$ cat config.mk
export PLATFORM = sky130hd
export DESIGN_NAME = sha256_hk_sequencer
export DESIGN_NICKNAME = d
export VERILOG_FILES = /design/src/rtl/sha256_hk_sequencer_pkg.sv /design/src/rtl/sha256_hk_sequencer_valid_pipe.sv /design/src/rtl/sha256_hk_sequencer.sv
export SDC_FILE = /design/constraint.sdc
export NUM_CORES = 1
export LEC_CHECK = 0
export ABC_AREA = 1
export ABC_CLOCK_PERIOD_IN_PS = 2000
export CAP_MARGIN = 20
export CELL_PAD_IN_SITES_DETAIL_PLACEMENT = 1
export CELL_PAD_IN_SITES_GLOBAL_PLACEMENT = 1
export CORE_AREA = 2 2 71 73
export CTS_CLUSTER_SIZE = 24
export DETAILED_ROUTE_END_ITERATION = 10
export DIE_AREA = 0 0 73 75
export PLACE_DENSITY_LB_ADDON = 0.08
export SLEW_MARGIN = 10
export SYNTH_ARGS = -nofsm -noshare
export SYNTH_HDL_FRONTEND = slang
export SYNTH_SLANG_ARGS = --single-unit
$ cat constraint.sdc
create_clock -name CLK -period 2 [get_ports CLK]
set_clock_uncertainty 0.15 [all_clocks]
set_input_delay 0.4 -clock CLK [delete_from_list [all_inputs] [get_ports CLK]]
set_output_delay 0.4 -clock CLK [all_outputs]
set_load 0.1 [all_outputs]
$ cat src/rtl/sha256_hk_sequencer_pkg.sv
// Shared states, word counts and issue-tag layout for the SHA-256 H/K constant sequencer.
package sha256_hk_sequencer_pkg;

    localparam int unsigned H_WORDS = 8;
    localparam int unsigned K_WORDS = 64;
    localparam logic [5:0]  H_LAST  = 6'(H_WORDS - 1);
    localparam logic [5:0]  K_LAST  = 6'(K_WORDS - 1);
    localparam logic        HSEL    = 1'b0;
    localparam logic        KSEL    = 1'b1;

    typedef enum logic [2:0] {
        ST_INIT,
        ST_READY,
        ST_LOAD_H,
        ST_ROUNDS,
        ST_FINAL_H,
        ST_DRAIN
    } state_t;

    typedef struct packed {
        logic       h_v;
        logic       k_v;
        logic       fin;
        logic [5:0] idx;
    } hk_tag_t;

endpackage

$ cat src/rtl/sha256_hk_sequencer_valid_pipe.sv
// Delays the per-address issue tag by the HK memory read latency; holds on stall, clears on flush.
module hk_valid_pipe
    import sha256_hk_sequencer_pkg::*;
#(
    parameter int unsigned HK_RD_LAT = 1
) (
    input  logic    clk,
    input  logic    rst_n,
    input  logic    en,
    input  logic    flush,
    input  hk_tag_t din,
    output hk_tag_t dout
);

    if (HK_RD_LAT == 0) begin : g_wire
        assign dout = din;
    end else begin : g_pipe
        hk_tag_t stage [HK_RD_LAT];

        always_ff @(posedge clk or negedge rst_n) begin
            if (!rst_n) begin
                for (int unsigned i = 0; i < HK_RD_LAT; i++) stage[i] <= '0;
            end else if (flush) begin
                for (int unsigned i = 0; i < HK_RD_LAT; i++) stage[i] <= '0;
            end else if (en) begin
                stage[0] <= din;
                for (int unsigned i = 1; i < HK_RD_LAT; i++) stage[i] <= stage[i-1];
            end
        end

        assign dout = stage[HK_RD_LAT-1];
    end

endmodule

$ cat src/rtl/sha256_hk_sequencer.sv
// Walks the H/K constant memory for one SHA-256 block: H init, 64 K rounds, H final add.
module sha256_hk_sequencer
    import sha256_hk_sequencer_pkg::*;
#(
    parameter int unsigned HK_RD_LAT = 1
) (
    input  logic       CLK,
    input  logic       RST_N,
    input  logic       START,
    input  logic       STALL,
    input  logic       ABORT,
    input  logic       MEM_RDY,
    output logic       COPY_ROM,
    output logic       HK_SELECTOR,
    output logic [2:0] H_ADDR,
    output logic [5:0] K_ADDR,
    output logic       H_VALID,
    output logic       K_VALID,
    output logic       FINAL,
    output logic [5:0] IDX,
    output logic       INIT_DONE,
    output logic       BUSY,
    output logic       DONE
);

    localparam logic [5:0] DRAIN_LAST = (HK_RD_LAT > 0) ? 6'(HK_RD_LAT - 1) : '0;

    state_t     state, state_nxt;
    logic [5:0] cnt, cnt_nxt;
    logic       done_nxt, flush;
    hk_tag_t    issue, tag;

    always_comb begin
        state_nxt = state;
        cnt_nxt   = cnt;
        done_nxt  = 1'b0;
        flush     = 1'b0;
        if (state == ST_INIT) begin
            if (MEM_RDY) state_nxt = ST_READY;
        end else if (!MEM_RDY) begin
            state_nxt = ST_INIT;
            cnt_nxt   = '0;
            flush     = 1'b1;
        end else if (ABORT) begin
            state_nxt = ST_READY;
            cnt_nxt   = '0;
            flush     = 1'b1;
        end else if (!STALL) begin
            case (state)
                ST_READY: if (START) begin
                    state_nxt = ST_LOAD_H;
                    cnt_nxt   = '0;
                end
                ST_LOAD_H: begin
                    cnt_nxt = cnt + 6'd1;
                    if (cnt == H_LAST) begin
                        cnt_nxt   = '0;
                        state_nxt = ST_ROUNDS;
                    end
                end
                ST_ROUNDS: begin
                    cnt_nxt = cnt + 6'd1;
                    if (cnt == K_LAST) begin
                        cnt_nxt   = '0;
                        state_nxt = ST_FINAL_H;
                    end
                end
                ST_FINAL_H: begin
                    cnt_nxt = cnt + 6'd1;
                    if (cnt == H_LAST) begin
                        cnt_nxt = '0;
                        // With no read latency there is nothing in flight to drain.
                        if (HK_RD_LAT == 0) begin
                            state_nxt = ST_READY;
                            done_nxt  = 1'b1;
                        end else begin
                            state_nxt = ST_DRAIN;
                        end
                    end
                end
                ST_DRAIN: begin
                    cnt_nxt = cnt + 6'd1;
                    if (cnt == DRAIN_LAST) begin
                        cnt_nxt   = '0;
                        state_nxt = ST_READY;
                        done_nxt  = 1'b1;
                    end
                end
                default: ;
            endcase
        end
    end

    always_ff @(posedge CLK or negedge RST_N) begin
        if (!RST_N) begin
            state       <= ST_INIT;
            cnt         <= '0;
            DONE        <= 1'b0;
            HK_SELECTOR <= HSEL;
            H_ADDR      <= '0;
            K_ADDR      <= '0;
        end else begin
            state <= state_nxt;
            cnt   <= cnt_nxt;
            DONE  <= done_nxt;
            // Only the bank being walked is updated; the other address keeps its last value.
            case (state_nxt)
                ST_LOAD_H, ST_FINAL_H: begin
                    HK_SELECTOR <= HSEL;
                    H_ADDR      <= cnt_nxt[2:0];
                end
                ST_ROUNDS: begin
                    HK_SELECTOR <= KSEL;
                    K_ADDR      <= cnt_nxt;
                end
                default: ;
            endcase
        end
    end

    always_comb begin
        issue     = '0;
        issue.h_v = (state == ST_LOAD_H) || (state == ST_FINAL_H);
        issue.k_v = (state == ST_ROUNDS);
        issue.fin = (state == ST_FINAL_H);
        issue.idx = cnt;
    end

    hk_valid_pipe #(
        .HK_RD_LAT(HK_RD_LAT)
    ) u_valid_pipe (
        .clk  (CLK),
        .rst_n(RST_N),
        .en   (!STALL),
        .flush(flush),
        .din  (issue),
        .dout (tag)
    );

    assign H_VALID   = tag.h_v && !STALL;
    assign K_VALID   = tag.k_v && !STALL;
    assign FINAL     = tag.fin;
    assign IDX       = tag.idx;
    assign COPY_ROM  = (state == ST_INIT);
    assign INIT_DONE = (state == ST_READY);
    assign BUSY      = (state != ST_INIT) && (state != ST_READY);

endmodule

==> flow_summary.toml, run 1 <==
[status]
status = "completed"

[logic_synthesis]
synth.distinct_cells = 26
syn_area_um2 = 1730
syn_nets = 236
synth_cells = 228
synth_seq_area_share_pct = 41.9
synth_warnings = 0
ys_ff_latch = 29
avgSynthCellArea_um2 = 7.59

[finish]
final_cells = 334
num_antenna_cells = 0
nFillCells = 525
drive_gt1_share_pct = 40.7
layout_commonest_cell = "nand2_1"
nets = 287
final_area_um2 = 2710
syn2layout_area_growth_pct = 56.3
layout_common_cells = "nand2_1, dfrtp_1, buf_4, buf_12, inv_1"

[placement]
hpwlAfterDp_mm = 3.69
io_buffers = 28
place_congestion = 0.814
placed_area_um2 = 2420
dp_cells = 321

[timing]
post-route-min-period_ns = 1.95
slew_viol_final = 0
rsz0062_at_grt = "yes"
relSlewSlack_pct = 74.6
hold_slack_ns = 0.362
worst_pin_slew_ns = 0.381
timing.final.hold_violations = 0
setup_tns_ns = 0
max_freq_ghz = 0.512
finalCritPeriodShare_pct = 97.6
setup-violations-final = 0

[setup_path]
critPathArrivalTime_ns = 1.98
critPathLaunch = "state[2]"
ff2ff_setup_slack_ns = 0.05
path_cells = "buf_4 > a21oi_2 > nand2_2 > a21oi_2 > inv_1 > nand2_1 > nand2_1 > nand2_1 > nand2_1 > nand2_1 > nand2_1"
max_stage_delay_ns = 0.44
cpMostUsedCell = "nand2_1"
slowest_stage = "dfrtp_2"
r2r_cells = 11
r2r_start = "state[2]"
crit_required_ns = 2.02
start_kind = "flop"
regToRegEndpoint = "K_ADDR[4]"
endpoint_kind = "flop"
path_max_fanout = 4
critPathKind = "reg -> reg"

[die]
die_w_um = 73
num_rows = 25
start_util_pct = 37.1
die-area_um2 = 5480
core_um2 = 4660
die_y_um = 75
io_pins = 29

[drt]
met1_length_mm = 2.23
num_vias = 1662
route.met2.wl_mm = 2.55
drt_iter0_drc = 51
routed_via_density = 4.98
route.detailed.drc = 0
met3_length_um = 136
routedWlPerCell_um = 15.0
ant_nets = 0
first_pass_iters = 4
top_layer_used = "met4"
routed_wl_mm = 5.01

[global_routing]
grt.overflow.total = 0
track_usage_pct = 19.4
grt_antenna_before_repair = 0
grt_pass1_vias = 1660
grt_max_degree = 30
grt_pass1_wl_mm = 8.03

[clock_network]
cts_sinks = 29
htreeDepth = 2
cts_max_path_buffers = 2
clk_pin_slew_worst_paths_ns = 0.07
cts_tree = "built"
root_buffer = "clkbuf_8"
clk_latency_ns = 0.28
numCtsBuffers = 5
cts_hold_buf = 0

[power_and_ir_drop]
ir_drop_v = 0.000613
power_density_nw_per_um2 = 587
p_leak_nw = 1.33

[hold_path]
min_path_type = "in -> async"

[flow_run]
max-cap-violations = 0
## worst max-delay path by stage
stage / cells after the start / endpoint / slack, ns
final: 11 / K_ADDR[4] / 0.05
after global routing: 12 / K_ADDR[4] / -0.08
after CTS: 12 / HK_SELECTOR / 0.01
after detailed placement: 11 / HK_SELECTOR / -0.32
after global placement: 11 / HK_SELECTOR / -0.29
after floorplan: 2 / H_VALID / -0.38
## critical path: cells and delay by family (launching register included)
kind                   cells  cell delay [ns]
buffers and inverters      2             0.29
AO/OA/AOI/OAI              2             0.39
flip-flops                 1             0.44
AND/OR/NAND/NOR            7             0.57
## stage by stage
stage	setup WS, ns	utilization [%]	power (mW)
after global routing	-0.0766	58.0	1.67
after floorplan	-0.377	-	0.910
after CTS	0.0114	54.3	1.57
after global placement	-0.289	52.0	1.09
final	0.0472	58.0	1.59
after detailed placement	-0.323	52.0	1.09
## what timing repair did
item | CTS | global route
gates cloned | 0 | 2
buffers inserted | 0 | 3
pin swaps | 2 | 14
endpoints found under the setup margin | 7 | 15
resized for setup | 7 | 34
## logic make-up after synthesis
group / after synthesis / synth area share [%]
mux: 1 / 0.651
buf+inv: 40 / 11.1
compound gates: 28 / 10.1
flops: 29 / 41.9
fa+ha+maj: 2 / 1.45
simple gates: 128 / 34.9
## power by group
part,total [mW],internal [mW],switching (mW)
clock,0.465,0.241,0.225
sequential,0.629,0.605,0.0245
combinational,0.494,0.174,0.320
total,1.59,1.02,0.569
## cell type report
| class | instances | area, um^2 | share of cell area (%) |
|---|---|---|---|
| well taps | 54 | 67.6 | 2.50 |
| flip-flops and latches | 29 | 729 | 27.0 |
| clock inverters | 2 | 10.0 | 0.370 |
| multi-input cells | 161 | 1000 | 37.0 |
| inverters | 29 | 121 | 4.49 |
| clock buffers | 6 | 72.6 | 2.68 |
| repair buffers | 53 | 704 | 26.0 |
## per-layer routing
layer | global-route usage [%] | vias up
met4 | 6.17 | 0
met1 | 24.7 | 802
met2 | 33.0 | 37
met3 | 4.15 | 8
met5 | 0 | -
li1 | - | 815
## registers in the layout, indices dropped and copies added, names as in the netlist
name and cells:
u_valid_pipe.dout 9, state 3, H_ADDR 3, DONE 1, HK_SELECTOR 1, cnt 6
K_ADDR 6
## cells in the mapped netlist
cell / count / area, um^2
nor2_8: 1 / 20.0
ha_1: 2 / 25.0
dfrtp_1: 29 / 726
a21oi_1: 7 / 35.0
a31oi_1: 4 / 25.0
nand2_4: 7 / 78.8
inv_1: 26 / 97.6
o21ai_1: 6 / 30.0
nand2_2: 5 / 31.3
a21boi_2: 1 / 11.3
nor2_2: 2 / 12.5
o21bai_4: 1 / 18.8
buf_4: 7 / 52.6
o21ai_0: 6 / 30.0
o32ai_1: 1 / 8.76
nand2_1: 72 / 270
nand3_2: 2 / 20.0
nor4_1: 1 / 6.26
mux2_2: 1 / 11.3
buf_8: 1 / 15.0
inv_2: 3 / 11.3
buf_2: 3 / 15.0
nor2_1: 21 / 78.8
o21ai_2: 1 / 8.76
nand3_1: 17 / 85.1
o22ai_1: 1 / 6.26
Power figures use the tool's default switching activity.
==> inputs of run 2 (changes only) <==
Settings changed: SKIP_CTS_REPAIR_TIMING set to 1, SLEW_MARGIN 10 to 20.
==> flow_summary.toml, run 2 (synthesized netlist as in run 1, its figures left out) <==
[setup_path]
endpoint_kind = "primary output"
r2r_cells = 11
r2r_start = "state[2]"
regToRegEndpoint = "K_ADDR[4]"
critPathArrivalTime_ns = 1.39
critPathKind = "in -> out"
path_max_fanout = 9
crit_required_ns = 1.45
start_kind = "input port"
ff2ff_setup_slack_ns = 0.09

[timing]
worst_pin_slew_ns = 0.380
setup-violations-final = 0
finalCritPeriodShare_pct = 96.8
setup_tns_ns = 0
relSlewSlack_pct = 74.6
slew_viol_final = 0
hold_slack_ns = 0.359
post-route-min-period_ns = 1.94
max_freq_ghz = 0.516
timing.final.hold_violations = 0

[power_and_ir_drop]
power_density_nw_per_um2 = 587
p_comb_share_pct = 31.0
power_mw = 1.59
switching_share_pct = 35.9
switchingPower_uw = 571
p_leak_nw = 1.34
clkPwrFrac_pct = 29.4
ir_drop_v = 0.000616
seqPwrFrac_pct = 39.6
p_int_mw = 1.02

[die]
io_pins = 29
start_util_pct = 37.1
num_rows = 25
die-area_um2 = 5480
core_um2 = 4660
die_w_um = 73
die_y_um = 75

[global_routing]
grt_antenna_before_repair = 0
grt_max_degree = 30
grt.overflow.total = 0
track_usage_pct = 19.2
grt_pass1_wl_mm = 7.93
grt_pass1_vias = 1641

[clock_network]
root_buffer = "clkbuf_8"
cts_tree = "built"
cts_sinks = 29
clk_pin_slew_worst_paths_ns = 0.07
cts_max_path_buffers = 2
clk_latency_ns = 0.28
numCtsBuffers = 5
htreeDepth = 2

[hold_path]
min_path_type = "in -> async"

[drt]
ant_nets = 0
routed_wl_mm = 5.01
routed_via_density = 4.98
drt_iter0_drc = 44
num_vias = 1668
routedWlPerCell_um = 15.0
first_pass_iters = 4
route.detailed.drc = 0

[finish]
multi_input_area_um2 = 1000
layout_common_cells = "nand2_1, dfrtp_1, buf_4, buf_12, inv_1"
num_antenna_cells = 0
seq_area_um2 = 729
layout_commonest_cell = "nand2_1"
nets = 288
largest_reg_flops = 9
final_area_um2 = 2710
syn2layout_area_growth_pct = 56.8
drive_gt1_share_pct = 40.9
nFillCells = 527

[placement]
place_congestion = 0.814
hpwlAfterDp_mm = 3.69
placed_area_um2 = 2420
io_buffers = 28

[flow_run]
max-cap-violations = 0

[status]
status = "completed"
==> run 2: changes by cell type in the layout (fill, tap and decap cells not counted), sizes merged <==
| cell | change |
|---|---|
| buf | +1 |
==> run 2: per-stage QoR <==
stage               setup slack (ns)  util (%)  std cells
floorplan                     -0.377         -        228
global placement              -0.289      52.0        321
detailed placement            -0.323      52.0        321
CTS                          -0.0293      53.7        329
global route                 -0.0305      58.2        335
finish                        0.0637      58.2        335
==> run 2: cell type report <==
class                      instances  share of cell area (%)
clock buffer                       6                    2.68
clock inverter                     2                   0.369
inverter                          29                    4.47
multi-input combinational        161                    36.9
sequential                        29                    26.9
tap                               54                    2.49
timing repair buffer              54                    26.2
==> run 2: worst max-delay path by stage <==
stage | from | to | slack [ns] | cells after the start
floorplan | STALL | H_VALID | -0.38 | 2
global placement | MEM_RDY | HK_SELECTOR | -0.29 | 11
detailed placement | MEM_RDY | HK_SELECTOR | -0.32 | 11
CTS | MEM_RDY | HK_SELECTOR | -0.03 | 11
global route | state[1] | K_ADDR[4] | -0.03 | 11
finish | STALL | H_VALID | 0.06 | 4
==> run 2: per-layer routing <==
metal  vias up  GRT usage [%]  wire (um)
li1        819              -          -
met1       816           24.6       2220
met2        29           32.3       2580
met3         4           4.15        150
met4         0           6.17         57
met5         -              0          0
==> run 2: critical path: stages <==
cell and delay (ns):
clkdlybuf4s50_1 0.44, buf_4 0.19, nor2_2 0.16, buf_12 0.19
==> run 2: power by group through the flow <==
| stage | Sequential [mW] | Combinational [mW] | Clock, mW |
|---|---|---|---|
| global route | 0.631 | 0.523 | 0.514 |
| floorplan | 0.722 | 0.188 | 0 |
| finish | 0.630 | 0.493 | 0.468 |
| global placement | 0.637 | 0.453 | 0 |
| detailed placement | 0.637 | 0.456 | 0 |
| CTS | 0.627 | 0.457 | 0.482 |
==> inputs of run 3 (changes only) <==
Settings changed: ABC_CLOCK_PERIOD_IN_PS 2000 to 2490, CORE_AREA 2 2 71 73 to 2 2 68 70, DIE_AREA 0 0 73 75 to 0 0 70 72.
Clock period 2 ns to 2.49 ns, I/O delays scaled along.
==> flow_summary.toml, run 3 (synthesized netlist as in run 1, its figures left out) <==
[flow_run]
max-cap-violations = 0

[clock_network]
cts_sinks = 29
clk_latency_ns = 0.29
clk_pin_slew_worst_paths_ns = 0.07
cts_max_path_buffers = 2
numCtsBuffers = 5
root_buffer = "clkbuf_8"
cts_tree = "built"
htreeDepth = 2

[timing]
relSlewSlack_pct = 74.4
slew_viol_final = 0
hold_slack_ns = 0.326
rsz0062_at_grt = "no"
worst_slack_ns = 0.273
max_freq_ghz = 0.451
worst_pin_slew_ns = 0.384
timing.final.hold_violations = 0
finalCritPeriodShare_pct = 89.0
post-route-min-period_ns = 2.22
setup-violations-final = 0

[power_and_ir_drop]
power_density_nw_per_um2 = 608
p_leak_nw = 1.16
switchingPower_uw = 443
ir_drop_v = 0.000331
clkPwrFrac_pct = 38.4
switching_share_pct = 33.9
seqPwrFrac_pct = 38.0
p_comb_share_pct = 23.6
p_int_uw = 864

[die]
die-area_um2 = 5040
die_w_um = 70
start_util_pct = 40.6
io_pins = 29
die_y_um = 72
num_rows = 24
core_um2 = 4260

[placement]
place_congestion = 0.814
io_buffers = 28
hpwlAfterDp_mm = 3.39
placed_area_um2 = 2040
dp_cells = 302
place_ws_ns = -0.0394

[global_routing]
grt.overflow.total = 0
grt_antenna_before_repair = 0
track_usage_pct = 19.0
grt_max_degree = 30
grt_pass1_wl_mm = 7.33
grt_pass1_vias = 1538

[setup_path]
path_max_fanout = 8
max_stage_delay_ns = 0.48
path_cells = "clkdlybuf4s50_1 > inv_1 > nor2_1 > nand2_1 > a21oi_1 > a21boi_2 > nand2_4 > nand2_4 > nand2_2 > nand2_1 > nand2_1"
endpoint_kind = "flop"
cpMostUsedCell = "nand2_1"
slowest_stage = "clkdlybuf4s50_1"
crit_required_ns = 2.53
critPathKind = "in -> reg"
critPathArrivalTime_ns = 2.25
start_kind = "input port"

[status]
status = "completed"

[finish]
utilization_pct = 50.4
largest_reg_flops = 9
drive_gt1_share_pct = 23.3
num_antenna_cells = 0
multi_input_area_um2 = 813
layout_common_cells = "nand2_1, dfrtp_1, inv_1, buf_4, nor2_1"
nFillCells = 552
syn2layout_area_growth_pct = 24.3
layout_commonest_cell = "nand2_1"
seq_area_um2 = 726
final_area_um2 = 2150
final_cells = 310
nets = 265

[drt]
ant_nets = 0
num_vias = 1535
routed_wl_mm = 4.43
first_pass_iters = 5
route.detailed.drc = 0
routedWlPerCell_um = 14.3
routed_via_density = 4.95
drt_iter0_drc = 30

[hold_path]
min_path_type = "reg -> reg"
-- run 3: worst paths after layout --
kind / startpoint / end / slack (ns) / cells after the start
max: MEM_RDY / H_ADDR[0] / 0.27 / 11
min: H_ADDR[1] / H_ADDR[1] / 0.33 / 2
max reg2reg: cnt[1] / K_ADDR[5] / 0.37 / 12
min reg2reg: H_ADDR[1] / H_ADDR[1] / 0.33 / 2
max in group asynchronous: RST_N / cnt[5] / 1.46 / 2
min in group asynchronous: RST_N / K_ADDR[3] / 0.45 / 2
-- run 3: worst max-delay path: cells and delay by family --
kind	cells	cell delay, ns
AND/OR/NAND/NOR	7	0.74
AO/OA/AOI/OAI	2	0.48
buffers and inverters	2	0.52
-- run 3: metrics by stage --
stage,TNS [ns],power (mW)
floorplan,-0.166,0.721
global placement,0,0.814
detailed placement,-0.131,0.816
CTS,0,1.32
global route,0,1.37
finish,0,1.31
-- run 3: cell type report --
type                            instances  area share (%)
Multi-Input combinational cell        159            37.8
Clock inverter                          3            2.15
Timing Repair Buffer                   33            15.0
Inverter                               29            5.06
Sequential cell                        29            33.7
Clock buffer                            5            3.20
Tap cell                               52            3.03
-- run 3: power by group through the flow --
| stage | Clock, mW | Sequential, mW | Combinational [mW] |
|---|---|---|---|
| floorplan | 0 | 0.579 | 0.143 |
| global placement | 0 | 0.505 | 0.309 |
| detailed placement | 0 | 0.505 | 0.310 |
| CTS | 0.515 | 0.496 | 0.312 |
| global route | 0.541 | 0.498 | 0.328 |
| finish | 0.502 | 0.496 | 0.309 |
-- run 3: metal layers --
layer | GRT usage (%) | share of wire (%) | vias up
met5 | 0 | 0 | -
met2 | 31.9 | 48 | 32
li1 | - | - | 768
met4 | 6.20 | 1.9 | 0
met3 | 5.42 | 4.3 | 10
met1 | 23.9 | 45 | 725
==> variant 1: new RTL, flow settings as in run 3 <==
Encoding of `state_t`: now one-hot (6 bits for 6 states).
--- a/src/rtl/sha256_hk_sequencer_pkg.sv
+++ b/src/rtl/sha256_hk_sequencer_pkg.sv
@@ -8,13 +8,13 @@
     localparam logic        HSEL    = 1'b0;
     localparam logic        KSEL    = 1'b1;
 
-    typedef enum logic [2:0] {
-        ST_INIT,
-        ST_READY,
-        ST_LOAD_H,
-        ST_ROUNDS,
-        ST_FINAL_H,
-        ST_DRAIN
+    typedef enum logic [5:0] {
+        ST_INIT    = 6'b000001,
+        ST_READY   = 6'b000010,
+        ST_LOAD_H  = 6'b000100,
+        ST_ROUNDS  = 6'b001000,
+        ST_FINAL_H = 6'b010000,
+        ST_DRAIN   = 6'b100000
     } state_t;
 
     typedef struct packed {
Formal check against the unedited RTL: no difference found for any inputs over 10 cycles, from zero or initial values and one cycle with RST_N low; not proved beyond that.
==> variant 1 against run 3 <==
Total power down 12%; sequential share of layout area grew 0.17 points; utilization is 5.0 points higher; first-iteration DRC count up 150%; synthesized cell count up 20%; non-clock buffer count fell by 1; synthesized area up 12%; sequential cell count up 3; setup slack worse by 0.12 ns; die area unchanged; final area up 9.9%; wire length up 22%; sequential power rose by 7.7%; via count up 20%.
==> variant 1: results (changes against run 3) <==
[outcome]
outcome=finished clean

[grt]
grt_max_degree=33  ; +10%
grt_pass1_vias=1932  ; +26%
grt_first_pass_wirelength_um=9200  ; +26%
track_usage_pct=23.1  ; +4.1 points
grt_antenna_before_repair=0  ; unchanged

[cts]
numCtsBuffers=5  ; unchanged
h-tree-depth=2  ; unchanged
clkLatencyLatePin_ns=0.29  ; about the same
clock-root-buffer=clkbuf_8
clockBufferDepth=2  ; unchanged
clkSlewWorstSetupHoldPaths_ns=0.07  ; about the same

[yosys]
syn_avg_cell_area_um2=7.10  ; -6.4%
netlist_top_cells_count=nand2_1, nor2_1, dfrtp_1, inv_1, nand3_1
ys_dominant_reg_cell=dfrtp_1
yosysSeqAreaShare_pct=41.4  ; -0.58 points
synth_warnings=0  ; unchanged
yosysMostFrequentCell=nand2_1
syn_nets=281  ; +19%
netlist_top_cells_area=dfrtp_1, nand2_1, nor2_1
async_flop_share_pct=100  ; unchanged
synth_cell_types=29  ; +12%

[final_layout]
largest_register_ffs=9  ; unchanged
antenna_cells=0  ; unchanged
nets=311  ; +17%
drive_above_1_share_pct=21.1  ; -2.2 points

[place]
dpl.cell_count=348  ; +15%
io_buffers=28  ; unchanged
dpl_cell_area_um2=2260  ; +11%
place.gp.congestion=0.894  ; +9.9%
dp_hpwl_um=4170  ; +23%

[power_and_ir_drop]
p_sw_w=0.000372  ; -16%
vdd_ir_drop_max_mv=0.360  ; +8.7%
leakage_nw=1.31  ; +13%
p_int_w=0.000780  ; -9.8%

[min_path]
hp-start=K_ADDR[0]
min_path_type=reg -> reg

[drt]
wl_per_cell_um=15.2  ; +6.0%
drt_iter0_drc=74  ; +150%
num_vias=1848  ; +20%
first_pass_iters=4  ; -1
vias_per_cell=5.19  ; +4.8%

[setup_path]
arrival_ns=1.68  ; -0.57 ns
critPathLaunch=state[3]
critical_path.max_fanout=7  ; -1

[sta]
tightest_slew_ns=0.421  ; +0.0369 ns
slew_violations=0  ; unchanged

## variant 1: changes by cell type after synthesis, sizes merged, moves of 2 or more
cell and delta:
inv +7, buf -2, dfrtp +2, o21ai -3
nand3 +9, a21oi +5, nor3 +2, nor2 +26
nand4 +2
## variant 1: metal layers
metal  up-vias  share of wire (%)  track usage, %  wire length (µm)
li1        910                  -               -                 -
met1       894                 46            29.1              2470
met2        36                 50            40.8              2700
met3         8                2.9            4.17               156
met4         0                1.3            7.05                72
met5         -                  0               0                 0
## variant 1: cell type report
cell class                 count  area [µm²]
clock buffer                   5        68.8
clock inverter                 3        18.8
fill                         570        1900
inverter                      37         146
multi-input combinational    195         948
sequential                    32         802
tap                           52        65.1
timing repair buffer          32         315
## variant 1: cells by family (layout without fill, tap and decap cells)
kind of cell               count (synthesis)  in the layout  synth area share (%)
buffers and inverters                     46             77                  10.6
AOI/OAI and AO/OA                         27             27                  7.48
DFF                                       32             32                  41.4
and+or+nand+nor                          166            166                  39.3
adders and majority gates                  2              2                  1.29
## variant 1: path summary, 6_finish.rpt
| check | to | slack [ns] | cells after the start |
|---|---|---|---|
| setup / recovery | BUSY | 0.16 | 5 |
| hold / removal | K_ADDR[0] | 0.34 | 2 |
| setup reg to reg | K_ADDR[1] | 0.18 | 15 |
| hold reg to reg | K_ADDR[0] | 0.34 | 2 |
| max in group asynchronous | state[0] | 1.40 | 2 |
| min in group asynchronous | state[5] | 0.46 | 2 |
## variant 1: worst max-delay path: stages, from the launching register on
cell     delay, ns
dfrtp_1       0.44
nor2_2        0.27
nand4_4       0.25
inv_4         0.21
nor2_2        0.07
buf_12        0.16
## variant 1: through the flow
stage                     worst slack, ns  TNS, ns
after global routing              0.00435        0
after floorplan                    -0.293   -0.587
after CTS                          0.0577        0
after detailed placement           0.0202        0
after global placement             0.0603        0
final                               0.157        0
## variant 1: power groups by stage
stage	sequential [W]	clock (W)	combinational, W
4_1_cts	0.000534	0.000416	0.000210
3_5_place_dp	0.000544	0	0.000210
5_1_grt	0.000535	0.000438	0.000225
2_1_floorplan	0.000570	0	0.000105
3_3_place_gp	0.000543	0	0.000206
6_report	0.000534	0.000407	0.000211
==> variant 2: new RTL, flow settings as in run 3 <==
Without the edit above. `HK_RD_LAT` is set to 1 in 2 places; all go to 2.
--- a/src/rtl/sha256_hk_sequencer_valid_pipe.sv
+++ b/src/rtl/sha256_hk_sequencer_valid_pipe.sv
@@ -2,7 +2,7 @@
 module hk_valid_pipe
     import sha256_hk_sequencer_pkg::*;
 #(
-    parameter int unsigned HK_RD_LAT = 1
+    parameter int unsigned HK_RD_LAT = 2
 ) (
     input  logic    clk,
     input  logic    rst_n,
--- a/src/rtl/sha256_hk_sequencer.sv
+++ b/src/rtl/sha256_hk_sequencer.sv
@@ -2,7 +2,7 @@
 module sha256_hk_sequencer
     import sha256_hk_sequencer_pkg::*;
 #(
-    parameter int unsigned HK_RD_LAT = 1
+    parameter int unsigned HK_RD_LAT = 2
 ) (
     input  logic       CLK,
     input  logic       RST_N,
Behaviour: not the same (Yosys sat finds a counterexample within 4 cycles, from zero or initial values and one cycle with RST_N low).
==> variant 2 against run 3 <==
First-iteration DRC count increased to 3.5 times the old value; sequential cell count increased by 9; global-route usage increased by 4.2 points; clock power increased by 5.8%; final area increased by 18%; synthesized area increased by 23%; total power increased by 14%; utilization increased by 8.9 points; synthesized cell count increased by 25%; sequential power increased by 30%; setup slack improved by 0.015 ns; wire length increased by 19%; critical path type is now in -> out; largest cell class is now sequential cells.
==> variant 2: results (changes against run 3) <==
[power_and_ir_drop]
p_int_w=0.00103  ; +19%
leakage_nw=1.41  ; +22%
vdd_ir_drop_max_mv=0.399  ; +21%

[place]
dp_slack_ns=0.0859  ; +0.125 ns
place.gp.congestion=0.896  ; +10%
io_buffers=28  ; unchanged
dp_hpwl_um=3930  ; +16%

[grt]
grt_pass1_vias=1968  ; +28%
grt_max_degree=39  ; +30%
track_usage_pct=23.2  ; +4.2 points
grt_antenna_before_repair=0  ; unchanged
grt_first_pass_wirelength_um=9130  ; +25%

[drt]
routed_wl_um=5280  ; +19%
first_pass_iters=7  ; +2
num_vias=1880  ; +22%
drt_iter0_drc=106  ; +250%

[cts]
clockBufferDepth=2  ; unchanged
h-tree-depth=2  ; unchanged
clkLatencyLatePin_ns=0.29  ; about the same
clkSlewWorstSetupHoldPaths_ns=0.07  ; about the same
numCtsBuffers=5  ; unchanged
clock-root-buffer=clkbuf_8

[yosys]
async_flop_share_pct=100  ; unchanged
syn_nets=292  ; +24%
netlist_top_cells_area=dfrtp_1, nand2_1, inv_1
synth_warnings=0  ; unchanged
synthXorXnorAreaFrac_pct=0  ; unchanged
netlist_top_cells_count=nand2_1, inv_1, dfrtp_1
synth_cell_types=29  ; +12%
synth_mux_area_share_pct=0  ; -0.65 points
synth_compound_area_share_pct=9.51  ; -0.54 points
yosysSeqAreaShare_pct=44.6  ; +2.7 points
yosys.area_share.adder_pct=1.17  ; -0.27 points

[final_layout]
final.fill_count=543  ; -1.6%
antenna_cells=0  ; unchanged
drive_above_1_share_pct=19.4  ; -3.8 points
nets=317  ; +20%

[setup_path]
critical_path.max_fanout=21  ; +13
crit_path_start_kind=input port
arrival_ns=1.55  ; -0.70 ns
reg2reg_setup_slack_ns=0.33  ; -0.04 ns
r2r_cells=10  ; -2
critPathMaxStageDelay_ns=0.42  ; -0.06 ns
r2r-end=H_ADDR[1]
crit_family=buffers and inverters
cpMaxStageDelayCell=clkdlybuf4s50_1
critPathLaunch=STALL
r2r_start=cnt[0]

[outcome]
outcome=finished clean

[min_path]
min_path_type=in -> async

[sta]
tightest_slew_ns=0.870  ; +0.486 ns

==> variant 2: cell type report <==
type                            count  area share [%]
Clock buffer                        6            3.27
Clock inverter                      1            1.19
Inverter                           48            7.13
Multi-Input combinational cell    184            36.0
Sequential cell                    38            37.6
Tap cell                           52            2.57
Timing Repair Buffer               32            12.3
==> variant 2: worst max path at each step <==
stage	end	slack [ns]	cells after the start
floorplan	H_VALID	-0.34	3
global placement	H_ADDR[2]	0.20	12
detailed placement	H_ADDR[1]	0.09	12
CTS	H_VALID	0.27	4
global route	H_ADDR[2]	0.10	10
finish	H_VALID	0.29	4
==> variant 2: stage by stage <==
step	setup TNS [ns]	cells	hold WS (ns)	utilization, %	instance area (µm²)
floorplan	-0.686	284	0.0524	-	2130
CTS	0	361	0.195	59.3	2530
detailed placement	0	354	0.310	56.7	2420
finish	0	361	0.167	59.3	2530
global placement	0	354	0.309	56.7	2420
global route	0	361	0.241	59.3	2530
==> variant 2: routing by layer <==
| layer | up-vias | global-route usage, % | share of wire [%] |
|---|---|---|---|
| met2 | 44 | 42.9 | 52 |
| met4 | 0 | 7.26 | 1.4 |
| met3 | 6 | 4.44 | 3.5 |
| met5 | - | 0 | 0 |
| li1 | 922 | - | - |
| met1 | 908 | 27.6 | 43 |
==> variant 2: worst register-to-register path: stages (launching register included) <==
cell and delay, ns:
dfrtp_1 0.49, ha_1 0.25, nand3_1 0.18, o21ai_2 0.26, nand3_1 0.12, nand2_1 0.12, nand3_1 0.16, nand2_4 0.13
nand2_2 0.08, nand2_1 0.07, nand2_1 0.05
==> variant 2: power groups by stage <==
stage	sequential [W]	clock, W	combinational, W
3_3_place_gp	0.000655	0	0.000310
2_1_floorplan	0.000719	0	0.000154
6_report	0.000643	0.000531	0.000313
3_5_place_dp	0.000655	0	0.000316
5_1_grt	0.000645	0.000569	0.000335
4_1_cts	0.000643	0.000543	0.000317
==> variant 2: logic make-up (layout without fill, tap and decap cells) <==
family,after synthesis,count (layout)
and+or+nand+nor,147,147
buffers and inverters,62,87
DFF,38,38
AOI/OAI and AO/OA,35,35
adders and majority gates,2,2
